<file path="src/rtl/mem_arb_pkg.sv">
// Shared types and constants for the unified memory port arbiter.
// Latency: n/a (declarations only).
// Backpressure: n/a.
package mem_arb_pkg;

  typedef enum logic [1:0] {
    IDLE   = 2'd0,
    ACCESS = 2'd1,
    RESP   = 2'd2
  } arb_state_t;

  localparam logic REQ_CPU = 1'b0;
  localparam logic REQ_DMA = 1'b1;

  localparam int STAT_W = 16;

  // Saturating increment for the statistics counters.
  function automatic logic [STAT_W-1:0] sat_inc(input logic [STAT_W-1:0] v);
    return (v == '1) ? v : v + STAT_W'(1);
  endfunction

endpackage

</file>
<file path="src/rtl/mem_arb_starve.sv">
// Winner select between cpu and dma with a starvation counter that forces dma through.
// Latency: grant is combinational from the requests; starve_cnt updates on the clock edge.
// Backpressure: only arbitrates while arb_en is high (arbiter in IDLE).
//
// Ports: clk, reset (sync, active-high); arb_en = arbiter is idle;
//        cpu_req/dma_req = pending requests; gnt_vld/gnt_id = grant this cycle and its winner.
module mem_arb_starve
  import mem_arb_pkg::*;
#(
  parameter int STARVE_MAX = 4
) (
  input  logic clk,
  input  logic reset,
  input  logic arb_en,
  input  logic cpu_req,
  input  logic dma_req,
  output logic gnt_vld,
  output logic gnt_id
);

  localparam int CW = (STARVE_MAX < 1) ? 1 : $clog2(STARVE_MAX + 1);
  localparam logic [CW-1:0] SMAX = CW'(STARVE_MAX);

  logic [CW-1:0] starve_cnt;

  // cpu has priority unless dma has waited through STARVE_MAX cpu grants.
  always_comb begin
    gnt_vld = arb_en & (cpu_req | dma_req);
    gnt_id  = (dma_req & (~cpu_req | (starve_cnt == SMAX))) ? REQ_DMA : REQ_CPU;
  end

  // Whenever dma_req is high in IDLE a grant is made, so the only way to
  // count up is a cpu grant that leaves dma waiting.
  always_ff @(posedge clk) begin
    if (reset) begin
      starve_cnt <= '0;
    end else if (arb_en) begin
      if (!dma_req || gnt_id == REQ_DMA) begin
        starve_cnt <= '0;
      end else if (starve_cnt != SMAX) begin
        starve_cnt <= starve_cnt + 1'b1;
      end
    end
  end

endmodule

</file>
<file path="src/rtl/mem_port_arbiter.sv">
// Shares one memory port between cpu (requester 0) and dma (requester 1) with a latency-counted FSM.
// Latency: request seen in IDLE at t -> strobes t+1..t+MEM_LAT -> one-cycle ack at t+MEM_LAT+1.
// Backpressure: requester holds req until ack; cpu_stall/dma_stall = req & ~ack; loser stays pending.
//
// Ports: clk, reset (sync, active-high); cpu_*/dma_* request, write enable, address, write data,
//        read data and ack per requester; mem_rd/mem_wr/mem_addr/mem_wdata/mem_rdata to memory;
//        busy = FSM not idle. Define MEM_ARB_STATS_EN to add saturating stat_* grant/conflict counters.
module mem_port_arbiter
  import mem_arb_pkg::*;
#(
  parameter int ADDR_W     = 32,
  parameter int DATA_W     = 32,
  parameter int MEM_LAT    = 1,
  parameter int STARVE_MAX = 4
) (
  input  logic              clk,
  input  logic              reset,
  input  logic              cpu_req,
  input  logic              cpu_we,
  input  logic [ADDR_W-1:0] cpu_addr,
  input  logic [DATA_W-1:0] cpu_wdata,
  output logic [DATA_W-1:0] cpu_rdata,
  output logic              cpu_ack,
  output logic              cpu_stall,
  input  logic              dma_req,
  input  logic              dma_we,
  input  logic [ADDR_W-1:0] dma_addr,
  input  logic [DATA_W-1:0] dma_wdata,
  output logic [DATA_W-1:0] dma_rdata,
  output logic              dma_ack,
  output logic              dma_stall,
  output logic              mem_rd,
  output logic              mem_wr,
  output logic [ADDR_W-1:0] mem_addr,
  output logic [DATA_W-1:0] mem_wdata,
  input  logic [DATA_W-1:0] mem_rdata,
  output logic              busy
`ifdef MEM_ARB_STATS_EN
  ,
  output logic [STAT_W-1:0] stat_cpu_grants,
  output logic [STAT_W-1:0] stat_dma_grants,
  output logic [STAT_W-1:0] stat_conflicts
`endif
);

  localparam int LW = (MEM_LAT < 2) ? 1 : $clog2(MEM_LAT);

  arb_state_t    state;
  logic [LW-1:0] lat_cnt;
  logic          we_l;
  logic          id_l;
  logic          idle;
  logic          gnt_vld;
  logic          gnt_id;

  assign idle = (state == IDLE);

  mem_arb_starve #(
    .STARVE_MAX (STARVE_MAX)
  ) u_starve (
    .clk     (clk),
    .reset   (reset),
    .arb_en  (idle),
    .cpu_req (cpu_req),
    .dma_req (dma_req),
    .gnt_vld (gnt_vld),
    .gnt_id  (gnt_id)
  );

  // mem_addr/mem_wdata double as the latched copy of the winner's request,
  // so later changes on the requester side cannot disturb an access.
  always_ff @(posedge clk) begin
    if (reset) begin
      state     <= IDLE;
      lat_cnt   <= '0;
      we_l      <= 1'b0;
      id_l      <= REQ_CPU;
      mem_addr  <= '0;
      mem_wdata <= '0;
      cpu_rdata <= '0;
      dma_rdata <= '0;
    end else begin
      case (state)
        IDLE: begin
          if (gnt_vld) begin
            id_l      <= gnt_id;
            we_l      <= (gnt_id == REQ_DMA) ? dma_we    : cpu_we;
            mem_addr  <= (gnt_id == REQ_DMA) ? dma_addr  : cpu_addr;
            mem_wdata <= (gnt_id == REQ_DMA) ? dma_wdata : cpu_wdata;
            lat_cnt   <= LW'(MEM_LAT - 1);
            state     <= ACCESS;
          end
        end
        ACCESS: begin
          if (lat_cnt == '0) begin
            if (!we_l) begin
              if (id_l == REQ_DMA) dma_rdata <= mem_rdata;
              else                 cpu_rdata <= mem_rdata;
            end
            state <= RESP;
          end else begin
            lat_cnt <= lat_cnt - 1'b1;
          end
        end
        RESP:    state <= IDLE;
        default: state <= IDLE;
      endcase
    end
  end

  assign mem_rd    = (state == ACCESS) & ~we_l;
  assign mem_wr    = (state == ACCESS) &  we_l;
  assign cpu_ack   = (state == RESP) & (id_l == REQ_CPU);
  assign dma_ack   = (state == RESP) & (id_l == REQ_DMA);
  assign cpu_stall = cpu_req & ~cpu_ack;
  assign dma_stall = dma_req & ~dma_ack;
  assign busy      = ~idle;

`ifdef MEM_ARB_STATS_EN
  always_ff @(posedge clk) begin
    if (reset) begin
      stat_cpu_grants <= '0;
      stat_dma_grants <= '0;
      stat_conflicts  <= '0;
    end else begin
      if (gnt_vld && gnt_id == REQ_CPU) stat_cpu_grants <= sat_inc(stat_cpu_grants);
      if (gnt_vld && gnt_id == REQ_DMA) stat_dma_grants <= sat_inc(stat_dma_grants);
      if (idle && cpu_req && dma_req)   stat_conflicts  <= sat_inc(stat_conflicts);
    end
  end
`endif

endmodule

</file>
<file path="config.mk">
export PLATFORM = sky130hd
export DESIGN_NAME = mem_port_arbiter
export DESIGN_NICKNAME = d
export VERILOG_FILES = /design/src/rtl/mem_arb_pkg.sv /design/src/rtl/mem_arb_starve.sv /design/src/rtl/mem_port_arbiter.sv
export SDC_FILE = /design/constraint.sdc
export NUM_CORES = 1
export LEC_CHECK = 0
export ABC_CLOCK_PERIOD_IN_PS = 3900
export CAP_MARGIN = 20
export CORE_UTILIZATION = 30
export DETAILED_ROUTE_END_ITERATION = 6
export SETUP_SLACK_MARGIN = 0.3
export SKIP_CTS_REPAIR_TIMING = 1
export SYNTH_ARGS = -nofsm -noshare
export SYNTH_HDL_FRONTEND = slang
export SYNTH_SLANG_ARGS = --single-unit
</file>
<file path="constraint.sdc">
create_clock -name clk -period 3.9 [get_ports clk]
set_input_delay 0.585 -clock clk [delete_from_list [all_inputs] [get_ports clk]]
set_output_delay 0.585 -clock clk [all_outputs]
set_load 0.05 [all_outputs]
</file>
==> run summary <==
status -> complete, no violations
CP Class -> flop to output pin
Die W -> 147 um
Arr. time, crit path -> 2.42 ns
R2R Setup Slk -> 1.47 ns
nets -> 1129
Worst path top cell family by delay -> buffers and inverters
Placer Congestion -> 0.735
Final TNS setup -> 0 ns
Crit path depth -> 3
DRC violations left -> 0
RSZ-0062 raised after global routing -> false
Synth Instances -> 721
vias after detailed routing -> 6567
Port Buf Inserts -> 300
Max-slew headroom -> 35.1%
total gr overflow -> 0
overall routed net length -> 22900 um
Synth async-reset ratio -> 0%
register area share after synthesis -> 42.6%
initial core utilization -> 31.0%
Synth Register Bits -> 135
largest cells by area after synthesis -> dfxtp_1 (43%), a21oi_1 (10%), a2111oi_2 (9.5%)
ys flop type -> dfxtp_1
area of the die -> 21800 sq um
Critical-path top delay cell -> clkdlybuf4s50_1
core area -> 20500 sq um
Max IR drop VDD -> 0.266 mV
Post-synth EDFFs -> 0
final hold vios -> 0
R2R cell count -> 5
total power -> 4.39 mW
Leak -> 3.20 nW
TritonCTS Buffers -> 17
CTS tree -> yes
DRT iter0 DRCs -> 279
startpoint types -> flop
pwr/cell area -> 438 nW/um^2
Setup WS post-layout -> 0.893 ns
setup violators final -> 0
WHS -> 0.452 ns
first-pass GRT wire length -> 35900 um
fin crit share -> 77.1%
clock root buffer -> clkbuf_16
clock slew at reported path FFs -> 0.06 ns
worst slack at placement -> 1.06 ns
reg-to-reg critical path startpoint -> state[1]$_SDFFE_PP0P_
share of layout cells above drive strength 1 -> 9.97%
largest net degree at the start of global routing -> 136
crit path capture -> busy
multi-input logic area -> 3210 sq um
Avg WL per Cell -> 18.4 um
critical path, cell by cell -> nor2_4, inv_4, clkdlybuf4s50_1
crit path from -> state[1]$_SDFFE_PP0P_
max-cap violation count -> 0
WP buf/inv -> 2
via count of the first global-routing pass -> 6438
Layout Utilization -> 48.8%
class of the worst hold path -> flop to flop
clock skew -> 0.00765 ns
required time of the critical path -> 3.31 ns
Sink Count -> 135
clk_lat worst skew -> 0.42 ns
Mean Syn Cell Area -> 8.81 sq um
Fillers -> 2037
row count -> 52
leading area contributor after synthesis -> dfxtp_1
capturing point of the worst reg2reg path -> mem_wdata[9]$_SDFFE_PP0P_
clk buf depth -> 2
syn nets -> 889
Synthesis Warnings -> 0
Die Ht -> 147 um
worst-margin pin slew -> 0.974 ns
CP Capture Type -> output pin
Register Area -> 2700 sq um
initial antenna violation count -> 2
synthesized area -> 6350 sq um
area share of the largest cell type after synthesis -> 42.6%
DRT antenna net count -> 0
I/O pins -> 301
via/cell ratio -> 5.28
Worst Path Max Fanout -> 44
area delta synth->final -> 57.6%
post-synthesis cell type count -> 34
max incr delay on CP -> 0.90 ns
H-tree Lvls -> 4
fmax -> 333 MHz
DR pass1 iterations -> 4
total track usage -> 20.8%
Max Slew Vio Count -> 0
Final min period -> 3.01 ns
HPWL Detailed -> 14400 um
kinds of logic after synthesis:
| kind of cell | synth area share, % |
|---|---|
| AO/OA/AOI/OAI | 23.9 |
| adder cells (fa/ha/maj) | 0.394 |
| buffers and inverters | 7.59 |
| flip-flops | 42.6 |
| AND/OR/NAND/NOR | 25.5 |
area by class of cell:
type	count	area share (%)
Clock inverter	13	1.49
Multi-Input combinational cell	486	32.1
Inverter	4	0.175
Sequential cell	135	27.0
Antenna cell	1	0.0250
Tap cell	270	3.38
Timing Repair Buffer	317	31.6
Clock buffer	18	4.29
per-layer routing:
layer	wire length (um)	track usage, %	part of all wire [%]	up-vias
li1	-	-	-	3200
met1	9610	25.6	42	3087
met2	10700	33.1	47	255
met3	2220	8.58	9.7	23
met4	289	5.93	1.3	2
met5	13	0	0.057	-
metrics by stage:
step,std cells,area [sq um]
floorplan,721,6350
global placement,1212,9430
detailed placement,1212,9430
CTS,1243,10000
global route,1243,10000
finish,1244,10000
sequential cells by signal, summed over array words and instances, names as in the netlist:
name,count
cpu_rdata,32
dma_rdata,32
mem_addr,32
mem_wdata,32
u_starve.starve_cnt,3
state,2
id_l,1
we_l,1
cell usage in the layout, fill, tap and decap left out, drive strengths merged:
cell	instances
nand3	1
a21oi	133
o21ai	1
dfxtp	135
nand2b	1
diode	1
clkinvlp	2
nor2b	3
nor2	5
nor4	65
nand4	2
nor4b	67
a21bo	1
or2	1
ha	2
or4b	1
o211ai	1
nor3b	1
a21boi	1
nand4bb	1
clkbuf	18
nor3	1
nor4bb	1
inv	7
clkinv	6
and3b	1
bufinv	2
buf	19
clkdlybuf4s50	298
nand2	131
a2111oi	65
where the power goes:
part	leakage [nW]	total [mW]	switching [mW]	internal [mW]
clock	0.279	1.61	0.659	0.947
sequential	1.11	1.55	0.0664	1.49
combinational	1.81	1.23	0.758	0.470
total	3.20	4.39	1.48	2.90
cells in the mapped netlist (2+ instances only):
cell type and instances:
nand2_1 131, dfxtp_1 135, inv_1 3, nor2b_1 3
clkbuf_1 44, a2111oi_2 40, a21oi_1 133, clkbuf_2 4
nor4_1 65, buf_2 39, nor2_1 3, nand4_1 2
buf_6 5, ha_1 2, a2111oi_0 25, buf_4 4
nor4b_1 66
worst register-to-register path: stages, from the launching register on:
cell and delay, ns:
dfxtp_1 0.60, nor2_4 0.09, inv_4 0.40, buf_4 0.69
a2111oi_0 0.22, nor4_1 0.33
worst min path at each step:
stage	startpoint	end	depth (start not counted)
4_1_cts	dma_rdata[12]$_SDFFE_PP0P_	dma_rdata[12]$_SDFFE_PP0P_	2
6_report	cpu_rdata[19]$_SDFFE_PP0P_	cpu_rdata[19]$_SDFFE_PP0P_	2
5_1_grt	cpu_rdata[4]$_SDFFE_PP0P_	cpu_rdata[4]$_SDFFE_PP0P_	2
3_3_place_gp	dma_rdata[27]$_SDFFE_PP0P_	dma_rdata[27]$_SDFFE_PP0P_	2
3_5_place_dp	dma_rdata[12]$_SDFFE_PP0P_	dma_rdata[12]$_SDFFE_PP0P_	2
2_1_floorplan	u_starve.starve_cnt[1]$_SDFFE_PP0P_	u_starve.starve_cnt[1]$_SDFFE_PP0P_	2
No activity file was read; power rests on OpenSTA's default activity.
